## src/rtl/hdmi_video_timing_if.sv

```systemverilog
`default_nettype none
// ============================================================================
//  Module   : hdmi_video_timing_if
//  Brief    : Raster timing bundle from hdmi_video_timing to the TMDS encoders
//             and the pixel source.
//  Revision : 1.0
// ============================================================================
interface hdmi_video_timing_if;
   logic [11:0] x;
   logic [11:0] y;
   logic        hsync;
   logic        vsync;
   logic        in_image;
   logic        in_guard;
   logic        pixel_req;
   logic        line_start;
   logic        frame_start;
   logic [1:0]  control0;
   logic [1:0]  control1;
   logic [1:0]  control2;

   modport master (
      output x, y, hsync, vsync, in_image, in_guard, pixel_req,
             line_start, frame_start, control0, control1, control2
   );

   modport slave (
      input  x, y, hsync, vsync, in_image, in_guard, pixel_req,
             line_start, frame_start, control0, control1, control2
   );
endinterface
`default_nettype wire

```

## src/rtl/hdmi_video_timing.sv

```systemverilog
`default_nettype none
// ============================================================================
//  Module   : hdmi_video_timing
//  Brief    : Pixel-clock raster generator: position, syncs, active window and
//             TMDS control/guard qualifiers. Define HDMI_PREAMBLE_EN for the
//             HDMI preamble/guard band (H_BACK must then be >= 10); otherwise DVI.
//  Revision : 1.0
// ============================================================================
module hdmi_video_timing #(
   parameter int unsigned H_ACTIVE = 640,
   parameter int unsigned H_FRONT  = 16,
   parameter int unsigned H_SYNC   = 96,
   parameter int unsigned H_BACK   = 48,
   parameter int unsigned V_ACTIVE = 480,
   parameter int unsigned V_FRONT  = 10,
   parameter int unsigned V_SYNC   = 2,
   parameter int unsigned V_BACK   = 33,
   parameter bit          SYNC_POL = 1'b0
) (
   input  logic                clk,
   input  logic                reset,
   hdmi_video_timing_if.master vt
);

   localparam logic [11:0] C_H_LAST   = 12'(H_ACTIVE + H_FRONT + H_SYNC + H_BACK - 1);
   localparam logic [11:0] C_V_LAST   = 12'(V_ACTIVE + V_FRONT + V_SYNC + V_BACK - 1);
   localparam logic [11:0] C_H_ACT    = 12'(H_ACTIVE);
   localparam logic [11:0] C_V_ACT    = 12'(V_ACTIVE);
   localparam logic [11:0] C_HS_BEG   = 12'(H_ACTIVE + H_FRONT);
   localparam logic [11:0] C_HS_END   = 12'(H_ACTIVE + H_FRONT + H_SYNC);
   localparam logic [11:0] C_VS_BEG   = 12'(V_ACTIVE + V_FRONT);
   localparam logic [11:0] C_VS_END   = 12'(V_ACTIVE + V_FRONT + V_SYNC);
`ifdef HDMI_PREAMBLE_EN
   localparam logic [11:0] C_PRE_BEG  = C_H_LAST - 12'd9;
   localparam logic [11:0] C_PRE_END  = C_H_LAST - 12'd2;
   localparam logic [11:0] C_GRD_BEG  = C_H_LAST - 12'd1;
`endif

   logic [11:0] x_q, x_d;
   logic [11:0] y_q, y_d;
   logic [11:0] x2, y2;
   logic        hsync_q, hsync_d;
   logic        vsync_q, vsync_d;
   logic        in_image_q, in_image_d;
   logic        in_guard_q, in_guard_d;
   logic        pixel_req_q, pixel_req_d;
   logic        line_start_q, line_start_d;
   logic        frame_start_q, frame_start_d;
   logic [1:0]  ctl_q, ctl_d;
`ifdef HDMI_PREAMBLE_EN
   logic        pre_line;
`endif

   // Every flag is decoded from the position the counters move to on this
   // edge, so all registered outputs describe the same (x, y).
   always_comb begin
      x_d = (x_q == C_H_LAST) ? 12'd0 : x_q + 12'd1;
      y_d = y_q;
      if (x_q == C_H_LAST) begin
         y_d = (y_q == C_V_LAST) ? 12'd0 : y_q + 12'd1;
      end

      x2 = (x_d == C_H_LAST) ? 12'd0 : x_d + 12'd1;
      y2 = y_d;
      if (x_d == C_H_LAST) begin
         y2 = (y_d == C_V_LAST) ? 12'd0 : y_d + 12'd1;
      end

      in_image_d    = (x_d < C_H_ACT) && (y_d < C_V_ACT);
      pixel_req_d   = (x2 < C_H_ACT) && (y2 < C_V_ACT);
      hsync_d       = ((x_d >= C_HS_BEG) && (x_d < C_HS_END)) ? SYNC_POL : !SYNC_POL;
      vsync_d       = ((y_d >= C_VS_BEG) && (y_d < C_VS_END)) ? SYNC_POL : !SYNC_POL;
      line_start_d  = (x_d == 12'd0);
      frame_start_d = (x_d == 12'd0) && (y_d == 12'd0);

`ifdef HDMI_PREAMBLE_EN
      // Preamble and guard lead into a line whose successor is active video.
      pre_line   = (y_d == C_V_LAST) || (y_d < C_V_ACT - 12'd1);
      ctl_d      = (pre_line && (x_d >= C_PRE_BEG) && (x_d <= C_PRE_END)) ? 2'b01 : 2'b00;
      in_guard_d = pre_line && (x_d >= C_GRD_BEG);
`else
      ctl_d      = 2'b00;
      in_guard_d = 1'b0;
`endif
   end

   // Reset parks the counters at the last raster position so release lands on (0, 0).
   always_ff @(posedge clk) begin
      if (reset) begin
         x_q           <= C_H_LAST;
         y_q           <= C_V_LAST;
         hsync_q       <= !SYNC_POL;
         vsync_q       <= !SYNC_POL;
         in_image_q    <= 1'b0;
         in_guard_q    <= 1'b0;
         pixel_req_q   <= 1'b0;
         line_start_q  <= 1'b0;
         frame_start_q <= 1'b0;
         ctl_q         <= 2'b00;
      end else begin
         x_q           <= x_d;
         y_q           <= y_d;
         hsync_q       <= hsync_d;
         vsync_q       <= vsync_d;
         in_image_q    <= in_image_d;
         in_guard_q    <= in_guard_d;
         pixel_req_q   <= pixel_req_d;
         line_start_q  <= line_start_d;
         frame_start_q <= frame_start_d;
         ctl_q         <= ctl_d;
      end
   end

   assign vt.x           = x_q;
   assign vt.y           = y_q;
   assign vt.hsync       = hsync_q;
   assign vt.vsync       = vsync_q;
   assign vt.in_image    = in_image_q;
   assign vt.in_guard    = in_guard_q;
   assign vt.pixel_req   = pixel_req_q;
   assign vt.line_start  = line_start_q;
   assign vt.frame_start = frame_start_q;
   assign vt.control0    = {vsync_q, hsync_q};
   assign vt.control1    = ctl_q;
   assign vt.control2    = ctl_q;

endmodule
`default_nettype wire

```

## src/flat_wrapper.sv

```systemverilog
// flat-port wrapper written by rule: the top's interface ports become plain ports
module hdmi_video_timing_flat 
#(
   parameter int unsigned H_ACTIVE = 640,
   parameter int unsigned H_FRONT  = 16,
   parameter int unsigned H_SYNC   = 96,
   parameter int unsigned H_BACK   = 48,
   parameter int unsigned V_ACTIVE = 480,
   parameter int unsigned V_FRONT  = 10,
   parameter int unsigned V_SYNC   = 2,
   parameter int unsigned V_BACK   = 33,
   parameter bit          SYNC_POL = 1'b0
)
  (clk, reset, vt_x, vt_y, vt_hsync, vt_vsync, vt_in_image, vt_in_guard, vt_pixel_req, vt_line_start, vt_frame_start, vt_control0, vt_control1, vt_control2);
  hdmi_video_timing_if vt_i ();
  input  logic clk;
  input  logic reset;
  output wire logic [$bits(vt_i.x)-1:0] vt_x;
  output wire logic [$bits(vt_i.y)-1:0] vt_y;
  output wire logic [$bits(vt_i.hsync)-1:0] vt_hsync;
  output wire logic [$bits(vt_i.vsync)-1:0] vt_vsync;
  output wire logic [$bits(vt_i.in_image)-1:0] vt_in_image;
  output wire logic [$bits(vt_i.in_guard)-1:0] vt_in_guard;
  output wire logic [$bits(vt_i.pixel_req)-1:0] vt_pixel_req;
  output wire logic [$bits(vt_i.line_start)-1:0] vt_line_start;
  output wire logic [$bits(vt_i.frame_start)-1:0] vt_frame_start;
  output wire logic [$bits(vt_i.control0)-1:0] vt_control0;
  output wire logic [$bits(vt_i.control1)-1:0] vt_control1;
  output wire logic [$bits(vt_i.control2)-1:0] vt_control2;
  assign vt_x = vt_i.x;
  assign vt_y = vt_i.y;
  assign vt_hsync = vt_i.hsync;
  assign vt_vsync = vt_i.vsync;
  assign vt_in_image = vt_i.in_image;
  assign vt_in_guard = vt_i.in_guard;
  assign vt_pixel_req = vt_i.pixel_req;
  assign vt_line_start = vt_i.line_start;
  assign vt_frame_start = vt_i.frame_start;
  assign vt_control0 = vt_i.control0;
  assign vt_control1 = vt_i.control1;
  assign vt_control2 = vt_i.control2;
  hdmi_video_timing #(.H_ACTIVE(H_ACTIVE), .H_FRONT(H_FRONT), .H_SYNC(H_SYNC), .H_BACK(H_BACK), .V_ACTIVE(V_ACTIVE), .V_FRONT(V_FRONT), .V_SYNC(V_SYNC), .V_BACK(V_BACK), .SYNC_POL(SYNC_POL)) u_core (.clk(clk), .reset(reset), .vt(vt_i));
endmodule
```

## config.mk

```make
export PLATFORM = sky130hd
export DESIGN_NAME = hdmi_video_timing_flat
export DESIGN_NICKNAME = d
export VERILOG_FILES = /design/src/rtl/hdmi_video_timing_if.sv /design/src/rtl/hdmi_video_timing.sv /design/src/flat_wrapper.sv
export SDC_FILE = /design/constraint.sdc
export NUM_CORES = 1
export LEC_CHECK = 0
export CAP_MARGIN = 20
export CORE_AREA = 2 2 87 89
export DETAILED_ROUTE_END_ITERATION = 12
export DIE_AREA = 0 0 89 91
export PLACE_DENSITY = 0.5
export SLEW_MARGIN = 20
export SYNTH_ARGS = -nofsm -noshare
export SYNTH_HDL_FRONTEND = slang
export SYNTH_SLANG_ARGS = --single-unit
```

## constraint.sdc

```tcl
create_clock -name clk -period 6.6 [get_ports clk]
set_input_delay 1.32 -clock clk [delete_from_list [all_inputs] [get_ports clk]]
set_output_delay 1.32 -clock clk [all_outputs]
set_load 0.02 [all_outputs]
```

# After elaboration in Yosys (flattened, before gate mapping)
# Index checks and enable logic that the tools add are counted.
[word_totals]
input_bits = 2
reg_bits = 30
output_inout_bits = 37
[classes]
muxes = 8
n_lt_le_gt_ge = 8
add_sub_neg = 4
n_reduce_logical = 7
eq_ne = 4
[op_table]
columns = ["operator", "n"]
rows = [
  ["12-bit 2-to-1 mux", 6],
  ["12-bit by 1-bit adder with 12-bit output (second input constant)", 4],
  ["12-bit by 10-bit equality test with 1-bit output (second input constant)", 4],
  ["12-bit by 10-bit < comparator with 1-bit output (second input constant)", 3],
  ["12-bit by 9-bit < comparator with 1-bit output (second input constant)", 3],
  ["12-bit logical NOT", 2],
  ["12-bit by 10-bit >= comparator with 1-bit output (second input constant)", 1],
  ["12-bit by 9-bit >= comparator with 1-bit output (second input constant)", 1],
  ["1-bit logical AND", 5],
  ["1-bit 2-to-1 mux", 2],
]

# Longest topological paths before layout
[depth]
word_depth = 8
ltp_mapped = 11
mapped_depth_nobuf = 10

# Worst setup path before layout
# No wires, ideal clock.
[synth_timing]
path_kind = "flip-flop to flip-flop"
start = "register u_core.x_q[0] (netlist: u_core.vt.x[0])"
end = "register u_core.pixel_req_q (netlist: u_core.vt.pixel_req)"
arrival_ns = 2.570
setup_ns = 0.079
path_stages_with_launch = 11
slack_ns = 3.950
synth_period_minus_slack_ns = 2.650
cell_sequence = "dfxtp_1 > ha_1 > and4_1 > buf_6 > nand4_1 > nor3_2 > and3_1 > o21a_2 > nand2_2 > or4_4 > a211oi_2"
[synth_between]
elab_chain_cells = 7
[synth_lines]
columns = ["item", "line_no", "source"]
rows = [
  ["start: declaration", "hdmi_video_timing.sv:39", "logic [11:0] x_q, x_d;"],
  ["start signal: assignment", "hdmi_video_timing.sv:90", "x_q <= C_H_LAST;"],
  ["start signal: assignment", "hdmi_video_timing.sv:101", "x_q <= x_d;"],
  ["parallel branches: the longest is 6 deep, another holds 12-bit by 1-bit adder with 12-bit output", "-", ""],
  ["1-bit logical AND (*)", "hdmi_video_timing.sv:70", "pixel_req_d = (x2 < C_H_ACT) && (y2 < C_V_ACT);"],
  ["end signal: assignment", "hdmi_video_timing.sv:107", "pixel_req_q <= pixel_req_d;"],
  ["end: declaration", "hdmi_video_timing.sv:46", "logic pixel_req_q, pixel_req_d;"],
]
# Mark *: on every way between the ends.
# A chain may end at the register's enable or synchronous reset.

# Final worst setup path
# Same ends and word-level chain as after synthesis.

==> flow_summary.yaml <==
route:
  dr.pass1.iters: 4
  ant_nets: 0
  vias: 1974
  drt_iter0_drc: 83
  vias_per_cell: 5.14
  wl_per_cell_microns: 14.4
  drc_errors: 0
  routed_wl_microns: 5540
sta:
  hold_violations: 0
  rsz0062_at_grt: "no"
  slew_violations: 0
  period_minus_slack_ns: 2.99
  finalSetupViolations: 0
  max_freq_ghz: 0.334
  fin_skew_ns: 0.00479
  timing.final.crit_share_pct: 45.4
  fin_tns_setup_ns: 0
synth:
  syn-cell-area_sq_mm: 0.00211
  synth_most_common_cell: "dfxtp_1"
  yosysTopAreaCellShare_pct: 28.5
  yosysWarnings: 0
  synth-edff-count: 0
  ys_ff_latch: 30
  syn_avg_cell_area_sq_um: 8.05
  synthDistinctLibCells: 60
  yosys-top-cells-count: "30 x dfxtp_1, 22 x nor2_1, 19 x nand2_1, 15 x nand4_1, 13 x xnor2_1"
  syn_inst: 262
  synth_area_leader_cell: "dfxtp_1"
  netlist_top_cells_area: "dfxtp_1 28%, xnor2_1 5.4%, nand4_1 4.5%"
  synth-seq-area-share_pct: 28.5
  synth-main-ff-cell: "dfxtp_1"
  async_reset_ff_share_pct: 0
cells_and_area:
  multiInputGateArea_sq_mm: 0.00136
  fillers: 758
  num_antenna_cells: 0
  regArea_sq_um: 601
  design_area_sq_mm: 0.00256
  drive_gt1_share_pct: 10.5
  final_nets: 290
  syn_to_final_growth_pct: 21.4
job:
  drv_cap: 0
critical_path:
  critPathTopFamily: "simple AND/OR/NAND/NOR gates"
  critPathArrivalTime_ns: 3.21
  path_max_fanout: 17
  start_kind: "flip-flop"
  worst-setup-path-type: "reg2reg"
  crit_top_cell: "o21a_2"
  r2r-end: "u_core.vt.pixel_req$_SDFF_PP0_"
  end_kind: "flip-flop"
  cp_cell_sequence: "ha_1 > and4_1 > nand3_4 > o221ai_1 > o21a_2 > o21a_2 > nand2_2 > or4_4 > a211oi_2"
  crit_required_ns: 6.82
  crit_buf_inv: 0
  reg2reg_setup_slack_ns: 3.61
  cp_slowest_cell: "or4_4"
  slowest_delay_ns: 0.53
  reg2regPathDepth: 9
  regToRegStartpoint: "u_core.vt.x[0]$_SDFF_PP1_"
clocking:
  cts_root_buffer: "clkbuf_8"
  path_clk_slew_ns: 0.07
  cts_resized: 0
  clock-sinks: 30
  cts_hold_buf: 0
  cts_made_buffers: 5
  clk_latency_ns: 0.29
  htreeDepth: 2
  cts_setup_buffers: 0
  cts_tree: "done"
  cts_buffer_depth: 2
die:
  start_util_pct: 29.5
  ioPinCount: 39
  die_h_microns: 91
  core_area_sq_mm: 0.00714
  rows: 31
  dieWidth_microns: 89
  dieArea_sq_mm: 0.00810
grt:
  grt_start_max_net_pins: 28
  antenna_found_initial: 0
  overflow: 0
  grt_pass1_wl_microns: 9300
  grt_pass1_vias: 1866
  grtUsageTotal_pct: 14.4
placed_design:
  dp_hpwl_microns: 4130
  place_congestion: 0.816
  port_buffers: 33
  dpl_cell_area_sq_mm: 0.00245
run_status:
  status: "finished, final reports clean"
min_path:
  hold_path_end: "u_core.vt.x[0]$_SDFF_PP1_"
  hp-class: "reg2reg"
  hold_depth: 2
  hp-start: "u_core.vt.x[0]$_SDFF_PP1_"
pwr:
  powerDensity_mw_per_mm2: 406
  p_leak_nw: 0.931
  ir_drop_mv: 0.191
==> where the power goes <==
part | switching [mW] | total (mW) | internal [mW]
combinational | 0.327 | 0.564 | 0.236
sequential | 0.0763 | 0.294 | 0.218
clock | 0.0749 | 0.180 | 0.105
==> sequential cells by signal, summed over array words and instances (netlist names) <==
register / cells
u_core.vt.x: 12
u_core.vt.y: 12
u_core.vt.frame_start: 1
u_core.vt.hsync: 1
u_core.vt.in_image: 1
u_core.vt.line_start: 1
u_core.vt.pixel_req: 1
u_core.vt.vsync: 1
==> worst reg2reg max path, stage by stage, from the launching register on <==
cell and delay, ns:
dfxtp_1 0.43, ha_1 0.33, and4_1 0.43, nand3_4 0.26
o221ai_1 0.29, o21a_2 0.21, o21a_2 0.17, nand2_2 0.07
or4_4 0.53, a211oi_2 0.21
==> layout by cell type (no fill, tap or decap), types with 5 or more instances in the layout <==
cell	count
a21oi_1	9
and3_1	8
and4_1	5
clkbuf_8	8
clkdlybuf4s50_1	33
conb_1	5
dfxtp_1	30
inv_1	8
nand2_1	19
nand2b_1	8
nand3_1	10
nand4_1	15
nor2_1	22
nor3_1	8
nor4_1	6
o21ai_0	7
xnor2_1	13
xor2_1	5
==> through the flow <==
step           hold slack [ns]  util [%]  power (mW)  setup WS, ns  std cells
2_1_floorplan            0.622         -       0.715          3.95        266
3_3_place_gp             0.591      34.3       0.863          3.73        376
3_5_place_dp             0.579      34.3       0.856          3.63        376
4_1_cts                  0.600      35.9        1.04          3.60        384
5_1_grt                  0.658      35.9        1.12          3.38        384
6_report                 0.598      35.9        1.04          3.61        384
==> cell families (layout without fill, tap and decap cells) <==
family	after synthesis	after routing	synth area share (%)
AOI/OAI and AO/OA	49	49	16.9
xor gates and xnor gates	18	18	7.48
adders and majority gates	4	4	2.37
buffers and inverters	31	50	7.83
DFF	30	30	28.5
muxes	2	2	1.01
other	1	5	0.178
and+or+nand+nor	127	127	35.8
==> worst max-delay path by stage <==
stage,start,end,slack [ns],depth (start not counted)
after floorplan,u_core.vt.x[0]$_SDFF_PP1_,u_core.vt.pixel_req$_SDFF_PP0_,3.95,10
after global placement,u_core.vt.x[0]$_SDFF_PP1_,u_core.vt.pixel_req$_SDFF_PP0_,3.73,9
after detailed placement,u_core.vt.x[0]$_SDFF_PP1_,u_core.vt.pixel_req$_SDFF_PP0_,3.63,9
after CTS,u_core.vt.x[0]$_SDFF_PP1_,u_core.vt.pixel_req$_SDFF_PP0_,3.60,9
after global routing,u_core.vt.x[0]$_SDFF_PP1_,u_core.vt.pixel_req$_SDFF_PP0_,3.38,9
final,u_core.vt.x[0]$_SDFF_PP1_,u_core.vt.pixel_req$_SDFF_PP0_,3.61,9
==> per-layer routing <==
layer  vias to the layer above  track usage (%)  wire (microns)
met5                         -                0               0
met4                         0             5.47             162
met3                        17             3.27             177
met2                        41             22.6            2590
met1                       926             19.1            2620
li1                        990                -               -
==> area by class of cell <==
| cell class | count | share of cell area (%) |
|---|---|---|
| multi-input cells | 205 | 53.0 |
| flip-flops and latches | 30 | 23.5 |
| well taps | 99 | 4.84 |
| inverters | 8 | 1.17 |
| clock buffers | 8 | 4.30 |
| repair buffers | 34 | 13.2 |
No activity file was read; power rests on OpenSTA's default activity.
